$ cat config.mk
export PLATFORM = sky130hd
export DESIGN_NAME = kv_cmd_scheduler
export DESIGN_NICKNAME = d
export VERILOG_FILES = /design/src/rtl/kv_cmd_scheduler.sv
export SDC_FILE = /design/constraint.sdc
export NUM_CORES = 1
export LEC_CHECK = 0
export BUFFER_PORTS_ARGS = -buffer_cell sky130_fd_sc_hd__clkbuf_2
export CORE_AREA = 2 2 168 170
export DETAILED_ROUTE_END_ITERATION = 10
export DIE_AREA = 0 0 170 172
export PLACE_DENSITY = 0.55
export SYNTH_ARGS = -nofsm -noshare
export SYNTH_HDL_FRONTEND = slang
export SYNTH_SLANG_ARGS = --single-unit
$ cat constraint.sdc
create_clock -name clk_i -period 1.95 [get_ports clk_i]
set_input_delay 0.195 -clock clk_i [delete_from_list [all_inputs] [get_ports clk_i]]
set_output_delay 0.195 -clock clk_i [all_outputs]
set_load 0.02 [all_outputs]
$ cat src/rtl/kv_cmd_scheduler.sv
// Four-requester round-robin command scheduler for a key/value store.
// One operation is in flight at a time: grant, launch, wait for the store or time out, then respond.
module kv_cmd_scheduler #(
  parameter int unsigned TIMEOUT = 16
) (
  input  logic         clk_i,
  input  logic         reset_i,
  input  logic [3:0]   req_i,
  input  logic [127:0] req_key_i,
  input  logic [127:0] req_value_i,
  input  logic [3:0]   req_kind_i,
  output logic [3:0]   ack_o,
  output logic [31:0]  rsp_value_o,
  output logic         rsp_ok_o,
  output logic         busy_o,
  output logic         st_enable_o,
  output logic         st_write_o,
  output logic [1:0]   st_signal_o,
  output logic [31:0]  st_key_o,
  output logic [31:0]  st_value_o,
  output logic         st_kind_o,
  input  logic         st_ready_i,
  input  logic [31:0]  st_rdata_i,
  output logic [15:0]  ops_done_o,
  output logic [7:0]   timeouts_o
);

  typedef enum logic [1:0] {IDLE, LAUNCH, WAIT, RESP} state_t;

  localparam logic [7:0] TMAX = 8'(TIMEOUT - 1);

  state_t      state_q;
  logic [1:0]  rr_q, idx_q;
  logic [7:0]  timer_q;
  logic [3:0]  ack_q;
  logic [31:0] rsp_value_q, st_key_q, st_value_q;
  logic        rsp_ok_q, busy_q, st_enable_q, st_write_q, st_kind_q;
  logic [1:0]  st_signal_q;
  logic [15:0] ops_done_q, ops_done_d;
  logic [7:0]  timeouts_q, timeouts_d;

  logic        gnt_found;
  logic [1:0]  gnt_idx, scan_idx;

  // Request bit k carries opcode k+1; map it to the store's signal encoding.
  function automatic logic [1:0] op_signal(input logic [1:0] idx);
    case (idx)
      2'd0:    op_signal = 2'b10;
      2'd1:    op_signal = 2'b11;
      2'd2:    op_signal = 2'b00;
      default: op_signal = 2'b01;
    endcase
  endfunction

  always_comb begin
    gnt_found = 1'b0;
    gnt_idx   = rr_q;
    scan_idx  = rr_q;
    for (int i = 0; i < 4; i++) begin
      scan_idx = rr_q + 2'(i);
      if (!gnt_found && req_i[scan_idx]) begin
        gnt_found = 1'b1;
        gnt_idx   = scan_idx;
      end
    end
  end

  // Counters settle together with the transition into RESP so they are current alongside ack.
  always_comb begin
    ops_done_d = ops_done_q;
    timeouts_d = timeouts_q;
    if (state_q == WAIT) begin
      if (st_ready_i) begin
        if (ops_done_q != 16'hFFFF) ops_done_d = ops_done_q + 16'd1;
      end else if (timer_q == TMAX) begin
        if (timeouts_q != 8'hFF) timeouts_d = timeouts_q + 8'd1;
      end
    end
  end

  always_ff @(posedge clk_i) begin
    if (reset_i) begin
      state_q     <= IDLE;
      rr_q        <= '0;
      idx_q       <= '0;
      timer_q     <= '0;
      ack_q       <= '0;
      rsp_value_q <= '0;
      rsp_ok_q    <= 1'b0;
      busy_q      <= 1'b0;
      st_enable_q <= 1'b0;
      st_write_q  <= 1'b0;
      st_signal_q <= '0;
      st_key_q    <= '0;
      st_value_q  <= '0;
      st_kind_q   <= 1'b0;
      ops_done_q  <= '0;
      timeouts_q  <= '0;
    end else begin
      ack_q       <= '0;
      st_enable_q <= 1'b0;
      st_write_q  <= 1'b0;
      ops_done_q  <= ops_done_d;
      timeouts_q  <= timeouts_d;
      case (state_q)
        IDLE: begin
          if (gnt_found) begin
            idx_q       <= gnt_idx;
            rr_q        <= gnt_idx + 2'd1;
            st_key_q    <= req_key_i[{gnt_idx, 5'b0} +: 32];
            st_value_q  <= req_value_i[{gnt_idx, 5'b0} +: 32];
            st_kind_q   <= req_kind_i[gnt_idx];
            st_signal_q <= op_signal(gnt_idx);
            st_enable_q <= 1'b1;
            st_write_q  <= (gnt_idx != 2'd2);
            busy_q      <= 1'b1;
            state_q     <= LAUNCH;
          end
        end
        LAUNCH: begin
          timer_q <= '0;
          state_q <= WAIT;
        end
        WAIT: begin
          if (st_ready_i) begin
            rsp_value_q <= st_rdata_i;
            rsp_ok_q    <= 1'b1;
            ack_q       <= 4'b0001 << idx_q;
            state_q     <= RESP;
          end else if (timer_q == TMAX) begin
            rsp_value_q <= '0;
            rsp_ok_q    <= 1'b0;
            ack_q       <= 4'b0001 << idx_q;
            state_q     <= RESP;
          end else begin
            timer_q <= timer_q + 8'd1;
          end
        end
        RESP: begin
          busy_q  <= 1'b0;
          state_q <= IDLE;
        end
        default: state_q <= IDLE;
      endcase
    end
  end

  assign ack_o       = ack_q;
  assign rsp_value_o = rsp_value_q;
  assign rsp_ok_o    = rsp_ok_q;
  assign busy_o      = busy_q;
  assign st_enable_o = st_enable_q;
  assign st_write_o  = st_write_q;
  assign st_signal_o = st_signal_q;
  assign st_key_o    = st_key_q;
  assign st_value_o  = st_value_q;
  assign st_kind_o   = st_kind_q;
  assign ops_done_o  = ops_done_q;
  assign timeouts_o  = timeouts_q;

endmodule

Yosys cells after proc, flatten, opt, wreduce, memory -nomap -nowiden
Cells that the tools add are included.
{"block": "totals", "reg_bits": 145, "in_bits": 299, "out_inout_bits": 131, "elab_cells": 103}
{"block": "classes", "add_sub_neg": 7, "order_cmp": 5, "eq_ne": 13, "shift": 3, "muxes": 34, "bitwise_logic": 4, "n_reduce_logical": 21}
{"operator": "$shiftx A128 B8 Y32", "n": 2}
{"operator": "$mux W32", "n": 2}
{"operator": "$add A16 B1 Y16 const B", "n": 1}
{"operator": "$add A8 B1 Y8 const B", "n": 2}
{"operator": "$mux W8", "n": 2}
{"operator": "$ne A16 B16 Y1 const B", "n": 1}
{"operator": "$pmux W8 S2", "n": 1}
{"operator": "$lt A2 B3 Y1 const B", "n": 5}
{"operator": "$mux W1", "n": 13}
{"operator": "$mux W2", "n": 6}
{"operator": "$bmux W1 S2", "n": 5}
{"operator": "$eq A8 B4 Y1 const B", "n": 1}
{"operator": "$mux W4", "n": 2}
{"operator": "$ne A2 B2 Y1 const B", "n": 4}
{"operator": "$ne A8 B8 Y1 const B", "n": 1}
{"operator": "$pmux W2 S4", "n": 1}
{"operator": "$reduce_and A2 Y1", "n": 4}
{"operator": "$eq A2 B2 Y1 const B", "n": 3}
{"operator": "$pmux W2 S3", "n": 1}
{"operator": "$reduce_and A3 Y1", "n": 2}
{"operator": "$reduce_bool A2 Y1", "n": 3}
{"operator": "$add A2 B1 Y2 const B", "n": 2}
{"operator": "$add A2 B2 Y2 const B", "n": 2}
{"operator": "$eq A2 B1 Y1 const B", "n": 2}
{"operator": "other kinds (10)", "n": 19}

Depth between registers and ports, before layout
{"block": "depth", "depth_word": 14, "mapped_depth": 9, "ltp_nobuf": 7}

Least setup slack after synthesis
OpenSTA, ideal clock, no wires.
{"block": "synth_timing", "path_type": "flip-flop to flip-flop", "startpoint": "register state_q[0]", "endpoint": "register ops_done_q[14] (netlist: ops_done_o[14])", "setup_time_ns": 0.128, "arrival_time_ns": 1.713, "required_ns": 1.822, "path_slack_ns": 0.109, "path_stages_with_launch": 9, "path_buffers": 1, "synth_period_minus_slack_ns": 1.841, "cell_sequence": "dfxtp_1 inv_1 ha_1 and2_1 clkbuf_1 nand3_1 nor4_1 xnor2_1 nor2_1"}
{"block": "synth_between", "elab_chain_cells": 2}
{"item": "start, declared", "line": "32", "text": "state_t state_q;"}
{"item": "start signal, assigned", "line": "83", "text": "state_q <= IDLE;"}
{"item": "start signal, assigned", "line": "117", "text": "state_q <= LAUNCH;"}
{"item": "start signal, assigned", "line": "122", "text": "state_q <= WAIT;"}
{"item": "$eq A2 B2 Y1", "line": "72", "text": "if (state_q == WAIT) begin"}
{"item": "$reduce_and A3 Y1 (no line)"}
{"item": "end signal, assigned", "line": "103", "text": "ops_done_q <= ops_done_d;"}
{"item": "end, declared", "line": "39", "text": "logic [15:0] ops_done_q, ops_done_d;"}
Every way passes these cells.
A chain may end at the register's enable or synchronous reset.

Final worst setup path
{"block": "layout_timing", "startpoint": "register rr_q[1]", "endpoint": "register st_value_q[21] (netlist: st_value_o[21])"}
{"block": "layout_between", "elab_chain_cells": 13, "elab_cells_between_ends": 26, "cone_classes": "add/sub: 3; shift: 1; mux: 15; reduce/logical: 7"}
{"item": "start, declared", "line": "33", "text": "logic [1:0] rr_q, idx_q;"}
{"item": "start signal, assigned", "line": "109", "text": "rr_q <= gnt_idx + 2'd1;"}
{"item": "parallel branches: the longest is 13 deep, another holds $add A2 B1 Y2"}
{"item": "end signal, assigned", "line": "111", "text": "st_value_q <= req_value_i[{gnt_idx, 5'b0} +: 32];"}
{"item": "end, declared", "line": "36", "text": "logic [31:0] rsp_value_q, st_key_q, st_value_q;"}
Several ways; the timed one is not identified. The select of a mux whose other input is x is not followed.

==> flow_summary.rst <==
.. list-table::
   :header-rows: 1

   * - Metric
     - Value
   * - Worst-case clock buffer depth
     - 2
   * - Number of port buffers
     - 429
   * - Critical path depth in cells
     - 8
   * - Syn avg cell area
     - a little under 9 sq um
   * - Commonest cells in the synthesized netlist
     - sky130_fd_sc_hd__dfxtp_1, sky130_fd_sc_hd__a22oi_1, sky130_fd_sc_hd__nand3_1, sky130_fd_sc_hd__and3_1, sky130_fd_sc_hd__o211ai_1
   * - Share of layout cells above drive strength 1
     - 0.427
   * - Maximum number of pins on one net before global-route repair
     - 63
   * - Starting utilization of the core area
     - 0.261
   * - Clk slew on worst S/H paths
     - approximately 0.080 ns
   * - Kind of cell adding the most delay to the critical path
     - compound AO/OA/AOI/OAI gates
   * - Worst min-delay path class
     - input pin to flop
   * - Global-route wire length before repair
     - between 40,000 and 50,000 microns
   * - Headroom to the max-slew limit
     - 0.573
   * - Async S/R FF share, synth
     - 0
   * - Total iterations of the first detailed-routing run
     - 5
   * - Leading cell types by total area after synthesis
     - sky130_fd_sc_hd__dfxtp_1, sky130_fd_sc_hd__a22oi_1, sky130_fd_sc_hd__mux2i_1
   * - Util after Layout
     - 0.402
   * - Number of nets at the end of the flow
     - about 1,600
   * - Synthesized netlist net count
     - between 1,000 and 1,500
   * - Type of the setup path with the least slack
     - flop to flop
   * - Count of H-tree levels built during CTS
     - 4
   * - Simple-gate share of the synthesized area
     - 0.198
   * - Buffer and inverter count on the worst path
     - 3
   * - Most instantiated library cell after synthesis
     - sky130_fd_sc_hd__dfxtp_1
   * - Ant. Diodes
     - 0
   * - Area used by multi-input combinational logic
     - slightly above 0.004 sq mm
   * - Area share of the largest cell type after synthesis
     - 0.401
   * - Final-report hold violation count
     - 0
   * - Number of buffers created by CTS
     - 17
   * - Crit Reg-Reg Endpoint
     - st_value_o[21]
   * - Cell chosen for the clock root
     - sky130_fd_sc_hd__clkbuf_16
   * - CP arrival
     - ~2.2 ns
   * - Final max-slew violation count
     - 0
   * - Hold Path Sink
     - st_key_o[0]
   * - Cell depth of the worst min-delay path
     - 3
   * - Maximum achievable frequency
     - about 540 MHz
   * - Unrepaired setup endpoints after global routing
     - true
   * - Total wire length
     - 30,100 microns
   * - Area grow syn2layout
     - 53.8%
   * - Number of synthesis warnings
     - 0
   * - Via count
     - just over 8,000
   * - Max cap viols
     - 0
   * - Summed instance area of the synthesized netlist
     - 0.00718 sq mm
   * - Iteration-0 DRC Markers
     - 457
   * - Routed wire length per instance
     - around 19 microns
   * - Category of the worst setup path capture point
     - flop
   * - Launching point of the worst reg2reg path
     - rr_q[1]
   * - Distinct cells, synth
     - 49
   * - Largest stage delay on the critical path
     - 0.40 ns
   * - Boundary pin count
     - 430
   * - Area of the die
     - between 0.02 and 0.03 sq mm
   * - Combinational family with the most area after synthesis
     - compound AO/OA/AOI/OAI gates
   * - Final Critical Period
     - approximately 1.9 ns
   * - Footprint of the flip-flops and latches
     - 0.00288 sq mm
   * - Dominant cell type by area after synthesis
     - sky130_fd_sc_hd__dfxtp_1
   * - CP Cell Sequence
     - buf_4 > nand2_1 > o2111ai_4 > a2111oi_4 > buf_6 > clkbuf_16 > nand3_1 > o211ai_1
   * - Reg-to-reg setup timing slack
     - around 0.083 ns
   * - Area of all placed cells without fillers
     - 0.0110 sq mm
   * - Row Count
     - between 60 and 70
   * - Via count of the first global-routing pass
     - roughly 7,800
   * - Critical hold path startpoint
     - req_key_i[96]
   * - Die extent in y
     - around 170 microns
   * - Post-synth EDFFs
     - 0
   * - Largest voltage drop on the vdd net
     - between 0.0006 and 0.0007 V
   * - Sequential fraction of the synthesis area
     - 0.401
   * - Clock skew
     - 0.0114 ns
   * - Placed instance count
     - between 1,500 and 2,000
   * - Number of design rule violations left after detail routing
     - 0
   * - Core outline area
     - 0.0275 sq mm
   * - Skew-Pair Late Insertion Delay
     - between 0.4 and 0.5 ns
   * - Leakage power
     - just over 5 nW
   * - TritonCTS clock tree
     - yes
   * - Total clock sinks
     - roughly 140
   * - Type of origin of the critical path
     - flop
   * - Chip width
     - approximately 170 microns
   * - Primary FF master, synth
     - sky130_fd_sc_hd__dfxtp_1
   * - Power density cells
     - 1280 mW/mm^2
   * - Detailed-placement wirelength estimate
     - about 22,000 microns
   * - Final ANT Viol Nets
     - 0
   * - Portion of netlist area occupied by mux cells
     - 0.0934
   * - Post-Synth Adder-Cell Area
     - 0.0139
   * - Xor and xnor area share after synthesis
     - 0.0256
   * - Number of cells on the worst reg-to-reg path
     - 8
   * - Routed vias/inst
     - ~5
   * - Slew at the pin closest to its max-slew limit
     - 0.641 ns
   * - Top fanout value on the critical path
     - 19
   * - Non-filler instance count after layout
     - 1,614
   * - Compound-cell area share of the yosys netlist
     - 0.217
   * - Outcome
     - finished clean
   * - Initial antenna violation count
     - 2
   * - Weighted congestion reported at the end of routability-driven placement
     - a little under 0.9
   * - Setup Viol. Count Final
     - 0
   * - Tot GR Track Use
     - 0.192
   * - Critical Path Slowest Stage Cell
     - sky130_fd_sc_hd__a2111oi_4
   * - Filler cell count
     - roughly 2,900
   * - Number of cells produced by synthesis
     - 806
   * - Flip-flop and latch count after synthesis
     - 144
   * - Final global-route overflow total
     - 0
   * - Data required time at the worst endpoint
     - about 2.3 ns
   * - Fin crit share
     - 0.957
   * - Area after detailed placement
     - ~0.01 sq mm
-- cells by family (layout without fill, tap and decap cells) --
| group | Yosys count | count (layout) |
|---|---|---|
| XOR/XNOR | 21 | 21 |
| buffers and inverters | 83 | 545 |
| flip-flops | 144 | 144 |
| AO/OA/AOI/OAI | 211 | 211 |
| multiplexers | 67 | 67 |
| AND/OR/NAND/NOR | 272 | 272 |
| adder cells (fa/ha/maj) | 8 | 8 |
-- layer usage --
layer	vias up	wire length (microns)	GRT usage
li1	3949	-	-
met1	3856	12600	0.238
met2	334	15300	0.339
met3	43	1650	0.0385
met4	4	542	0.0550
met5	-	26	0
-- report_power, final --
group	internal (mW)	switching [mW]	total, mW	leakage, nW
sequential	3.80	0.484	4.28	1.18
combinational	2.58	3.94	6.52	3.59
clock	1.75	1.61	3.36	0.298
total	8.12	6.04	14.2	5.07
-- worst max-delay path by stage --
stage	from	end	slack [ns]
after floorplan	state_q[0]	ops_done_o[14]	0.11
after global placement	rr_q[0]	st_value_o[4]	0.008
after detailed placement	req_i[3]	st_key_o[3]	0.03
after CTS	rr_q[0]	st_value_o[1]	0.02
after global routing	state_q[0]	ops_done_o[13]	-0.05
final	rr_q[1]	st_value_o[21]	0.08
-- registers in the layout, indices dropped and copies added, names as in the netlist --
name         cells
rsp_value_o     32
st_key_o        32
st_value_o      32
ops_done_o      16
timeouts_o       8
timer_q          8
ack_o            4
idx_q            2
rr_q             2
state_q          2
busy_o           1
rsp_ok_o         1
st_enable_o      1
st_kind_o        1
st_signal_o      1
st_write_o       1
-- through the flow --
stage | hold WS [ns] | power, mW | TNS (ns) | setup slack (ns)
final | 0.0175 | 14.2 | 0 | 0.0833
after CTS | 0.0000497 | 14.1 | 0 | 0.0218
after floorplan | 0.355 | 8.03 | 0 | 0.109
after detailed placement | 0.447 | 10.7 | 0 | 0.0272
after global placement | 0.439 | 10.6 | 0 | 0.00817
after global routing | 0.00125 | 14.9 | -0.256 | -0.0533
-- worst reg2reg max path, delay by kind of cell, from the launching register on --
family,cells,cell delay (ns)
flip-flops,1,0.32
AND/OR/NAND/NOR,2,0.20
buffers and inverters,3,0.62
AO/OA/AOI/OAI,3,0.68
-- cell usage in the layout (no fill, tap or decap), types with 13 or more instances in the layout --
master	instances
sky130_fd_sc_hd__mux2i_1	67
sky130_fd_sc_hd__clkbuf_2	429
sky130_fd_sc_hd__xnor2_1	13
sky130_fd_sc_hd__buf_4	37
sky130_fd_sc_hd__and3_1	69
sky130_fd_sc_hd__nand3_1	75
sky130_fd_sc_hd__a22oi_1	97
sky130_fd_sc_hd__nor2_1	66
sky130_fd_sc_hd__dfxtp_1	144
sky130_fd_sc_hd__dlygate4sd3_1	20
sky130_fd_sc_hd__clkbuf_16	21
sky130_fd_sc_hd__o211ai_1	69
-- cell type report --
type | count | share of cell area
clock inverter | 15 | 0.0171
inverter | 9 | 0.00306
multi-input combinational | 579 | 0.371
clock buffer | 17 | 0.0385
sequential | 144 | 0.261
timing repair buffer | 504 | 0.270
tap | 346 | 0.0392
-- timing repair --
action | in CTS | in global routing
endpoints found under the hold margin | 19 | 1
endpoints found under the setup margin | 0 | 66
hold buffers | 19 | 1
setup buffers | 0 | 4
resized for setup | 0 | 23
Power figures use the tool's default switching activity.
